`config.mk`:
```
export PLATFORM = sky130hd
export DESIGN_NAME = fir_ctrl
export DESIGN_NICKNAME = d
export VERILOG_FILES = /design/src/rtl/fir_ctrl_pkg.sv /design/src/rtl/fir_valid_pipe.sv /design/src/rtl/fir_ctrl.sv
export SDC_FILE = /design/constraint.sdc
export NUM_CORES = 1
export LEC_CHECK = 0
export CAP_MARGIN = 20
export CORE_MARGIN = 2
export CORE_UTILIZATION = 45
export CTS_CLUSTER_DIAMETER = 50
export DETAILED_ROUTE_END_ITERATION = 10
export PLACE_DENSITY = 0.88
export SLEW_MARGIN = 20
export SYNTH_ARGS = -nofsm -noshare
export SYNTH_HDL_FRONTEND = slang
export SYNTH_SLANG_ARGS = --single-unit
export TNS_END_PERCENT = 50
```
`constraint.sdc`:
```
create_clock -name clk -period 1.9 [get_ports clk]
set_input_delay 0.475 -clock clk [delete_from_list [all_inputs] [get_ports clk]]
set_output_delay 0.475 -clock clk [all_outputs]
set_load 0.05 [all_outputs]
```
`src/rtl/fir_ctrl_pkg.sv`:
```
// Shared types and constants for the FIR controller: FSM state encoding,
// tap/history counts and the drain/flush counter sizing helper.
package fir_ctrl_pkg;

  typedef enum logic [2:0] {
    ST_UNCFG = 3'd0,
    ST_RUN   = 3'd1,
    ST_DRAIN = 3'd2,
    ST_LOAD  = 3'd3,
    ST_FLUSH = 3'd4
  } state_t;

  localparam int TAPS = 4;
  localparam int HIST = 2;

  // The counter must hold both the drain length and the flush length.
  function automatic int cnt_width(input int latency);
    int m;
    m = (latency > HIST) ? latency : HIST;
    return $clog2(m + 1);
  endfunction

endpackage

```
`src/rtl/fir_valid_pipe.sv`:
```
// Shift register of accept flags that retires one m_valid per accepted
// sample, DEPTH edges after the flag enters.
module fir_valid_pipe #(
  parameter int DEPTH = 2
) (
  input  logic clk,
  input  logic rst_n,
  input  logic i_acc,
  output logic o_valid,
  output logic o_empty
);

  logic [DEPTH-1:0] r_pipe;

  always_ff @(posedge clk or negedge rst_n) begin
    if (!rst_n) begin
      r_pipe <= '0;
    end else begin
      r_pipe[0] <= i_acc;
      for (int i = 1; i < DEPTH; i++) begin
        r_pipe[i] <= r_pipe[i-1];
      end
    end
  end

  assign o_valid = r_pipe[DEPTH-1];
  assign o_empty = ~|r_pipe;

endmodule

```
`src/rtl/fir_ctrl.sv`:
```
// Sequencer for the 4-tap MAC datapath: shadow/active coefficient banks,
// gated sample stream, drain/load/flush around commits, aligned output valid.
module fir_ctrl
  import fir_ctrl_pkg::*;
#(
  parameter int WIDTH   = 4,
  parameter int LATENCY = 2
) (
  input  logic                 clk,
  input  logic                 rst_n,
  input  logic                 cfg_valid,
  output logic                 cfg_ready,
  input  logic [1:0]           cfg_addr,
  input  logic [WIDTH-1:0]     cfg_data,
  input  logic                 cfg_commit,
  input  logic                 s_valid,
  output logic                 s_ready,
  input  logic [WIDTH-1:0]     s_data,
  output logic [WIDTH-1:0]     fir_data_in,
  output logic [WIDTH-1:0]     fir_c1,
  output logic [WIDTH-1:0]     fir_c2,
  output logic [WIDTH-1:0]     fir_c3,
  output logic [WIDTH-1:0]     fir_c4,
  input  logic [2*WIDTH+1:0]   fir_sum,
  output logic                 m_valid,
  output logic [2*WIDTH+1:0]   m_data,
  output logic                 busy
);

  localparam int CNT_W = cnt_width(LATENCY);
  localparam logic [CNT_W-1:0] DRAIN_LAST = CNT_W'(LATENCY - 1);
  localparam logic [CNT_W-1:0] FLUSH_LAST = CNT_W'(HIST - 1);

  state_t                      r_state;
  state_t                      w_next;
  logic [CNT_W-1:0]            r_cnt;
  logic [TAPS-1:0][WIDTH-1:0]  r_shadow;
  logic [TAPS-1:0][WIDTH-1:0]  r_active;
  logic [WIDTH-1:0]            r_data;
  logic                        r_acc;
  logic                        w_cnt_done;
  logic                        w_pipe_empty;
  logic                        w_retired;
  logic                        w_cfg_ready;
  logic                        w_load;
  logic                        w_accept;
  logic                        w_cfg_we;

  assign w_cnt_done = (r_cnt == '0);
  assign w_retired  = w_pipe_empty & ~r_acc;
  assign w_accept   = s_valid & s_ready;
  assign cfg_ready  = w_cfg_ready & rst_n;
  assign w_cfg_we   = cfg_valid & cfg_ready;

  always_ff @(posedge clk or negedge rst_n) begin
    if (!rst_n) begin
      r_state <= ST_UNCFG;
    end else begin
      r_state <= w_next;
    end
  end

  // Commits outside UNCFG/RUN are dropped; the host polls busy instead.
  always_comb begin
    w_next = r_state;
    unique case (r_state)
      ST_UNCFG: if (cfg_commit) w_next = ST_LOAD;
      ST_RUN:   if (cfg_commit) w_next = ST_DRAIN;
      ST_DRAIN: if (w_cnt_done) w_next = ST_LOAD;
      ST_LOAD:  w_next = ST_FLUSH;
      ST_FLUSH: if (w_cnt_done && w_retired) w_next = ST_RUN;
      default:  w_next = ST_UNCFG;
    endcase
  end

  always_comb begin
    s_ready     = 1'b0;
    w_cfg_ready = 1'b0;
    busy        = 1'b0;
    w_load      = 1'b0;
    unique case (r_state)
      ST_UNCFG: w_cfg_ready = 1'b1;
      ST_RUN: begin
        s_ready     = 1'b1;
        w_cfg_ready = 1'b1;
      end
      ST_DRAIN: busy = 1'b1;
      ST_LOAD: begin
        busy   = 1'b1;
        w_load = 1'b1;
      end
      ST_FLUSH: busy = 1'b1;
      default: ;
    endcase
  end

  // Loaded on entry to DRAIN/FLUSH, counts down to the last cycle of the state.
  always_ff @(posedge clk or negedge rst_n) begin
    if (!rst_n) begin
      r_cnt <= '0;
    end else if (w_next != r_state) begin
      if (w_next == ST_DRAIN)      r_cnt <= DRAIN_LAST;
      else if (w_next == ST_FLUSH) r_cnt <= FLUSH_LAST;
      else                         r_cnt <= '0;
    end else if (!w_cnt_done) begin
      r_cnt <= r_cnt - CNT_W'(1);
    end
  end

  always_ff @(posedge clk or negedge rst_n) begin
    if (!rst_n) begin
      r_shadow <= '0;
      r_active <= '0;
    end else begin
      if (w_cfg_we) r_shadow[cfg_addr] <= cfg_data;
      if (w_load)   r_active <= r_shadow;
    end
  end

  // Cycles without an accepted sample feed zeros into the datapath.
  always_ff @(posedge clk or negedge rst_n) begin
    if (!rst_n) begin
      r_data <= '0;
      r_acc  <= 1'b0;
    end else begin
      r_data <= w_accept ? s_data : '0;
      r_acc  <= w_accept;
    end
  end

  fir_valid_pipe #(
    .DEPTH (LATENCY)
  ) u_valid_pipe (
    .clk     (clk),
    .rst_n   (rst_n),
    .i_acc   (r_acc),
    .o_valid (m_valid),
    .o_empty (w_pipe_empty)
  );

  assign fir_data_in = r_data;
  assign fir_c1      = r_active[0];
  assign fir_c2      = r_active[1];
  assign fir_c3      = r_active[2];
  assign fir_c4      = r_active[3];
  assign m_data      = fir_sum;

endmodule
```
==> results.sh <==
export IMPL_status="finished, final reports clean"
export IMPL_cp_arrival_ns=1.36
export IMPL_final_common_cell="dfrtp_1"
export IMPL_start_util=0.474
export IMPL_startpoint_type="flip-flop"
export IMPL_max_freq_mhz=546
export IMPL_dpl_hpwl_mm=2.67
export IMPL_cts_hold_fix_buffers=0
export IMPL_synth_top_cell_by_area="dfrtp_1"
export IMPL_syn_area_sq_um=1940
export IMPL_first_pass_iters=4
export IMPL_cts_root_buffer="clkbuf_8"
export IMPL_grt_total_usage=0.164
export IMPL_layout_area_overhead_vs_synth_pct=21.9
export IMPL_ant_nets=0
export IMPL_timing_final_crit_share=0.964
export IMPL_postRouteWirelength_mm=3.62
export IMPL_drc_errors=0
export IMPL_routedWlPerCell_um=16.8
export IMPL_antenna_found_initial=0
export IMPL_layout_common_cells="43 x dfrtp_1, 25 x buf_4, 16 x mux2_4, 16 x mux2_2, 13 x clkdlybuf4s50_1"
export IMPL_ys_types=32
export IMPL_fin_area_sq_um=2360
export IMPL_yosys_area_share_simple=0.105
export IMPL_dieArea_sq_um=4850
export IMPL_synth_top_area_frac=0.568
export IMPL_synth_mux_area_frac=0.217
export IMPL_route_vias_total=1123
export IMPL_drtIter0Drc=30
export IMPL_die_w_um=69.6
export IMPL_grt_pass1_wl_mm=6.22
export IMPL_nNetsFinal=192
export IMPL_overflow=0
export IMPL_numCtsBuffers=5
export IMPL_antennaDiodeCount=0
export IMPL_cts_setup_buffers=0
export IMPL_num_rows=23
export IMPL_die_y_um=69.6
export IMPL_p_leak_nw=1.15
export IMPL_cp_required_ns=1.42
export IMPL_rsz0062_at_grt="false"
export IMPL_numPortBuffers=38
export IMPL_holdWs_ns=0.0107
export IMPL_placed_area_sq_um=2270
export IMPL_setup_viol=0
export IMPL_critical_path_class="reg -> out"
export IMPL_hold_viol_final=0
export IMPL_place_gp_congestion=0.801
export IMPL_peakVddDrop_mv=1.15
export IMPL_path_clk_slew_ns=0.08
export IMPL_synth_compound_area_frac=0.0284
export IMPL_slew_violations=0
export IMPL_netlist_instances=130
export IMPL_drive_above_1_share=0.488
export IMPL_post_route_min_period_ns=1.83
export IMPL_worst_pin_slew_ns=0.336
export IMPL_cts_tree="built"
export IMPL_cts_buffer_depth=2
export IMPL_total_power_w=0.00433
export IMPL_hold_class="in -> async"
export IMPL_power_density_nw_per_um2=1830
export IMPL_clock_sinks=44
export IMPL_yosysSeqAreaShare=0.568
export IMPL_cap_violations=0
export IMPL_nFillCells=334
export IMPL_coreArea_sq_um=4090
export IMPL_synth_top_family_by_area="multiplexers"
export IMPL_synth_seq_cells=44
export IMPL_clock_latency_ns=0.29
export IMPL_htreeDepth=2
export IMPL_synth_top_cells_by_area="dfrtp_1 57%, mux2_4 12%, mux2_2 9.3%"
export IMPL_finalClockSkew_ns=0.00979
export IMPL_cp_max_fo=9
export IMPL_synth_adder_area_share=0.00646
export IMPL_end_kind="output pin"
export IMPL_synthesis_nets=156
export IMPL_yosysWarnings=0
export IMPL_grt_max_degree=26
export IMPL_ios=59
export IMPL_slew_headroom=0.774
export IMPL_yosys_area_share_xor_xnor=0.00904
export IMPL_drt_vias_per_instance=5.20
export IMPL_grt_pass1_vias=1251
export IMPL_syn_avg_cell_area_sq_um=14.9
where the power goes:
group / switching (W) / internal (W) / leakage (nW) / total [W]
Combinational: 0.00121 / 0.000943 / 0.554 / 0.00215
Clock: 0.000286 / 0.000250 / 0.0410 / 0.000536
Sequential: 0.000291 / 0.00135 / 0.553 / 0.00164
cells by family after synthesis:
family / Yosys count
multiplexers: 32
adder cells (fa/ha/maj): 1
flip-flops: 44
buffers and inverters: 18
XOR/XNOR: 2
AND/OR/NAND/NOR: 24
AO/OA/AOI/OAI: 9
stage by stage:
stage | worst slack (ns) | setup TNS (ns) | util | instances
3_3_place_gp | 0.0401 | 0 | 0.557 | 209
6_report | 0.0683 | 0 | 0.578 | 216
2_1_floorplan | -0.156 | -0.156 | - | 130
3_5_place_dp | -0.00515 | -0.00997 | 0.557 | 209
4_1_cts | 0.0116 | 0 | 0.577 | 216
5_1_grt | 0.0179 | 0 | 0.578 | 216
sequential cells by signal (all words and copies together) (netlist names), 2 cells and up:
name and count:
r_state 3, fir_c3 4, r_shadow 16, r_cnt 2
fir_data_in 4, fir_c1 4, u_valid_pipe.r_pipe 2, fir_c4 4
fir_c2 4
synthesized netlist by cell type:
cell and number:
ha_1 1, o22ai_1 1, o32ai_1 1, xnor2_1 1, nand2b_1 1, and4_1 1
buf_4 10, and3_4 1, nand2_1 1, nand3_1 1, a21oi_1 2, nand4_1 1
nor4b_1 1, mux2_2 16, nor3_1 1, inv_1 5, dfrtp_1 44, nand2_4 1
and2_1 4, nor2_4 1, nor2_1 4, nand3b_4 1, and2b_4 1, and4b_4 1
xor2_1 1, a31oi_1 1, mux2_4 16, and2_2 1, nand3_4 2, o21ai_0 3
a2bb2oi_1 1, buf_6 3
per-layer routing:
metal  up-vias  global-route usage  share of wire
li1        511                   -              -
met1       561               0.204           0.42
met2        41               0.269           0.50
met3        10              0.0610          0.066
met4         0              0.0427          0.011
met5         -                   0              0
worst paths after layout:
| check | startpoint | to | slack, ns | cells past startpoint |
|---|---|---|---|---|
| max | r_state[1] | busy | 0.07 | 4 |
| max in group asynchronous | rst_n | r_state[1] | 1.35 | 2 |
| min in group clk | u_valid_pipe.r_pipe[0] | u_valid_pipe.r_pipe[1] | 0.40 | 0 |
| min | rst_n | fir_c2[3] | 0.01 | 1 |
| min reg2reg | u_valid_pipe.r_pipe[0] | u_valid_pipe.r_pipe[1] | 0.40 | 0 |
| max reg2reg | r_cnt[0] | r_cnt[0] | 0.29 | 5 |
area by class of cell:
cell class | count | area [sq um] | area share
well taps | 50 | 62.6 | 0.0265
flip-flops and latches | 44 | 1100 | 0.466
clock inverters | 1 | 5.00 | 0.00212
inverters | 5 | 18.8 | 0.00794
repair buffers | 42 | 383 | 0.162
clock buffers | 6 | 72.6 | 0.0307
multi-input cells | 68 | 719 | 0.304
what timing repair did:
| item | in CTS | in global routing |
|---|---|---|
| setup endpoints to repair | 1 | 2 |
| endpoints found under the hold margin | 0 | 0 |
| gates resized for setup | 2 | 3 |
worst max-delay path, stage by stage (launching register included):
cell and delay (ns):
dfrtp_2 0.50, inv_2 0.12, nand3_1 0.15, o21ai_2 0.13, buf_12 0.15
(Power assumes the default switching activity.)
==> edit 1: new RTL, config.mk and constraints unchanged <==
Encoding of `state_t`: now one-hot (5 bits for 5 states).
--- a/src/rtl/fir_ctrl_pkg.sv
+++ b/src/rtl/fir_ctrl_pkg.sv
@@ -4,8 +4,8 @@
 
-  typedef enum logic [2:0] {
-    ST_UNCFG = 3'd0,
-    ST_RUN   = 3'd1,
-    ST_DRAIN = 3'd2,
-    ST_LOAD  = 3'd3,
-    ST_FLUSH = 3'd4
+  typedef enum logic [4:0] {
+    ST_UNCFG = 5'b00001,
+    ST_RUN   = 5'b00010,
+    ST_DRAIN = 5'b00100,
+    ST_LOAD  = 5'b01000,
+    ST_FLUSH = 5'b10000
   } state_t;
Check against the original RTL: same outputs for any inputs over 10 cycles, from zero or initial values and one cycle with rst_n low; not proved beyond that.
==> edit 1 against the original RTL <==
The flow now finishes with violations (setup timing). Critical path depth did not move. Routed wire length rose by 17%. Non-clock buffer count rose by 18. Synthesized area rose by 5.3%. Worst setup slack got worse by 0.086 ns. Sequential cell count rose by 2. Power rose by 3.9%. Cell area rose by 15%. Sequential power fell by 5%. Largest cell class unchanged.
==> edit 1: results (changes against the original RTL) <==
Netlist cell types - 37 (+16%)
hold_ws - 0.304 ns (+0.293 ns)
first-pass GRT wire length - 6980 um (+12%)
pre-CTS WS - -0.0258 ns (-0.0206 ns)
failing checks - setup timing
fraction of layout cells with a size suffix above 1 - 0.500 (+0.0120)
drt wl/cell - 16.4 um (-2.4%)
dpl cells - 244 (+17%)
GRT Overall Usage - 0.181 (+0.0175)
Post-Synth Adder-Cell Area - 0.00613 (-0.000325)
top post-synthesis cells by area - dfrtp_1 (55%), mux2_2 (18%), buf_4 (3.7%), and3_1 (1.5%), nor2_1 (1.5%)
non-filler cells in the finished layout - 260 (+20%)
Final Skew - 0.0111 ns (+0.00128 ns)
GP Congestion - 0.822 (+2.6%)
Seq cells post-synth - 46 (+4.5%)
Detailed Place HPWL - 2790 um (+4.5%)
worst setup margin - -0.0174 ns (-0.0858 ns)
final setup fails - 1 (+1)
maximum VDD drop - 0.000563 V (-51%)
setup TNS - -0.0174 ns (-0.0174 ns)
Vias per Instance - 5.31 (+2.2%)
Post-Syn Nets - 183 (+17%)
R2R setup slack - 0.06 ns (-0.23 ns)
R2R depth - 6 (+1)
outcome - complete, but fails checks
Leakage - 1.27 nW (+11%)
## edit 1: changes by cell type after synthesis, moves of 3 or more
| cell | change |
|---|---|
| mux2_2 | +16 |
| nand3b_1 | +3 |
| and2_1 | -4 |
| mux2_4 | -16 |
| clkbuf_1 | +5 |
| and3_1 | +5 |
| nor2_1 | +4 |
## edit 1: power breakdown
group / switching, mW / internal, mW
registers: 0.202 / 1.35
logic: 1.24 / 0.984
clock network: 0.331 / 0.394
## edit 1: layer usage
metal | vias to the layer above | routed length (um) | track usage
met3 | 10 | 171 | 0.0464
met5 | - | 0 | 0
met2 | 35 | 2170 | 0.305
met1 | 693 | 1820 | 0.219
li1 | 643 | - | -
met4 | 0 | 90 | 0.0839
## edit 1: area by class of cell
| type | count | area [um^2] |
|---|---|---|
| clock buffer | 5 | 68.8 |
| clock inverter | 3 | 43.8 |
| fill | 325 | 1650 |
| inverter | 6 | 26.3 |
| multi-input combinational | 88 | 826 |
| sequential | 46 | 1150 |
| tap | 52 | 65.1 |
| timing repair buffer | 60 | 526 |
## edit 1: cell families after synthesis
family	Yosys count
adders and majority gates	1
DFF	46
AOI/OAI and AO/OA	13
buffers and inverters	23
and+or+nand+nor	37
muxes	34
xor gates and xnor gates	3
## edit 1: critical path, stage by stage, from the launching register on
cell and delay (ns):
dfstp_2 0.57, xnor2_2 0.12, nand4bb_4 0.18, clkinvlp_4 0.12, buf_12 0.15
## edit 1: what timing repair did
item,4_1_cts,5_1_grt
setup endpoints to repair,4,12
gates resized for setup,12,8
buffers inserted,3,5
pin swaps,4,3
hold buffers,0,0
==> edit 2: new RTL, config.mk and constraints unchanged <==
Without the edit above. Set the parameter `LATENCY` to 1 (it was 2).
--- a/src/rtl/fir_ctrl.sv
+++ b/src/rtl/fir_ctrl.sv
@@ -6,3 +6,3 @@
   parameter int WIDTH   = 4,
-  parameter int LATENCY = 2
+  parameter int LATENCY = 1
 ) (
Function: changed (Yosys sat finds a counterexample within 10 cycles, from zero or initial values and one cycle with rst_n low).
==> edit 2 against the original RTL <==
Worst setup slack worse by 0.0098 ns. Routed wire length shrank 5.4%. Count of clock-buffer cells in the layout decreased by 1. Critical path depth decreased by 1. Synthesized area down 5.6%. Sequential power shrank 3%. Highest routed layer unchanged. Power grew 1.3%. Cell area fell by 2.9%. Die area is 5.3% lower. Sequential cell count down 1. Worst hold slack better by 0.26 ns. Clock power rose by 31%. First-iteration DRC count up 33%.
==> edit 2: results (changes against the original RTL) <==
outcome - finished, final reports clean
Detailed Place HPWL - 2500 um (-6.6%)
critical path's slowest cell - dfrtp_2
sequential area share after synthesis - 0.588 (+0.0201)
first-pass GRT wire length - 5520 um (-11%)
Netlist cell types - 29 (-9.4%)
pin count of the biggest net entering global routing - 44 (+69%)
CTS Buf Count - 5 (unchanged)
drt wl/cell - 15.8 um (-5.8%)
iteration-0 DRC count of the detailed router - 40 (+33%)
synth cell count leaders - dfrtp_1 (43), mux2_2 (29), buf_4 (11), and2_1 (5)
Final Skew - 0.00525 ns (-0.00455 ns)
Clock transition at path regs - 0.08 ns (about the same)
Switching Fraction - 0.407 (-0.00617)
post-synthesis mux area share - 0.211 (-0.00556)
clock root cell - clkbuf_8
drt pass-1 iters - 4 (unchanged)
Synth Area in XOR/XNOR - 0.00958 (+0.000538)
initial antenna violation count - 0 (unchanged)
Slew HR - 0.647 (-0.127)
Vias per Instance - 5.18 (-0.37%)
Reg-to-Reg Start - r_state[1]
R2R depth - 3 (-2)
post-synthesis compound-gate area fraction - 0.0315 (+0.00306)
ys async rst share - 1.00 (unchanged)
vias in the first global route - 1,144 (-8.6%)
hold_ws - 0.269 ns (+0.258 ns)
Post-Syn Nets - 159 (+1.9%)
GP Congestion - 0.821 (+2.5%)
Ys Warns - 0 (unchanged)
critical path's largest stage delay - 0.49 ns
top post-synthesis cells by area - dfrtp_1 (59%), mux2_2 (18%), buf_4 (4.5%), mux2_4 (3.3%), and2_1 (1.7%)
Post-Synth Adder-Cell Area - 0.00684 (+0.000384)
final-stage net count - 192 (unchanged)
I/O Buffers - 38 (unchanged)
Worst-Skew Late Latency - 0.30 ns
pre-CTS WS - -0.0886 ns (-0.0835 ns)
antenna cells - 0 (unchanged)
Crit Reg-Reg Endpoint - r_shadow[13]
Worst path top cell family by delay - flip-flops
top-count cell post-synth - dfrtp_1
GRT Overall Usage - 0.172 (+0.00827)
maximum VDD drop - 0.00105 V (-8.8%)
Leakage - 1.07 nW (-6.6%)
max reg flops - 16 (unchanged)
number of max-cap violations - 0 (unchanged)
CP Max Fanout - 12 (+3)
Largest Register - r_shadow
R2R setup slack - 0.26 ns (-0.03 ns)
Worst Hold Class - in -> async
fraction of layout cells with a size suffix above 1 - 0.443 (-0.0448)
H-Tree Depth - 2 (unchanged)
Clock Path Buffers - 2 (unchanged)
edit 2: layer usage:
metal / GRT usage / part of all wire / vias to the layer above
li1: - / - / 516
met1: 0.187 / 0.39 / 567
met2: 0.288 / 0.52 / 33
met3: 0.0667 / 0.061 / 8
met4: 0.0918 / 0.025 / 0
met5: 0 / 0 / -
edit 2: repair_timing:
item,4_1_cts,5_1_grt
setup endpoints to repair,1,2
pin swaps,0,0
buffers inserted,0,2
gates cloned,0,0
hold endpoints to repair,0,0
gates resized for setup,1,2
edit 2: logic make-up after synthesis:
family                   after synthesis
XOR/XNOR                               2
AO/OA/AOI/OAI                          9
flip-flops                            43
multiplexers                          33
adder cells (fa/ha/maj)                1
buffers and inverters                 18
AND/OR/NAND/NOR                       27
edit 2: worst max path at each step:
stage	from	endpoint	slack, ns	depth (start not counted)
after global placement	cfg_valid	r_shadow[13]	-0.05	4
after global routing	r_state[0]	s_ready	0.01	3
after floorplan	r_state[2]	s_ready	0.19	2
after CTS	r_state[1]	busy	0.02	3
after detailed placement	cfg_valid	r_shadow[13]	-0.09	4
final	r_state[1]	busy	0.06	3
edit 2: area by class of cell:
cell class / count / area, um^2
clock buffer: 5 / 68.8
fill: 318 / 1650
tap: 50 / 62.6
inverter: 3 / 11.3
multi-input combinational: 72 / 643
timing repair buffer: 41 / 388
sequential: 43 / 1080
clock inverter: 3 / 43.8
edit 2: power groups by stage:
stage / sequential, mW / combinational [mW] / clock, mW
2_1_floorplan: 2.12 / 0.939 / 0
3_3_place_gp: 1.58 / 1.99 / 0
3_5_place_dp: 1.60 / 2.06 / 0
4_1_cts: 1.59 / 2.07 / 0.721
5_1_grt: 1.64 / 2.22 / 0.760
6_report: 1.59 / 2.09 / 0.702
edit 2: worst register-to-register path, cell delays in order (launching register included):
cell and delay (ns):
dfrtp_2 0.49, and4bb_1 0.37, and3_1 0.34, mux2_4 0.33
edit 2: per-stage QoR:
stage	area (um^2)	instances	power, mW	util	TNS [ns]
final	2300	217	4.38	0.582	0
after global routing	2300	217	4.62	0.582	0
after CTS	2260	215	4.38	0.574	0
after detailed placement	2150	207	3.67	0.546	-0.338
after global placement	2150	207	3.58	0.546	-0.186
after floorplan	1830	133	3.06	-	0
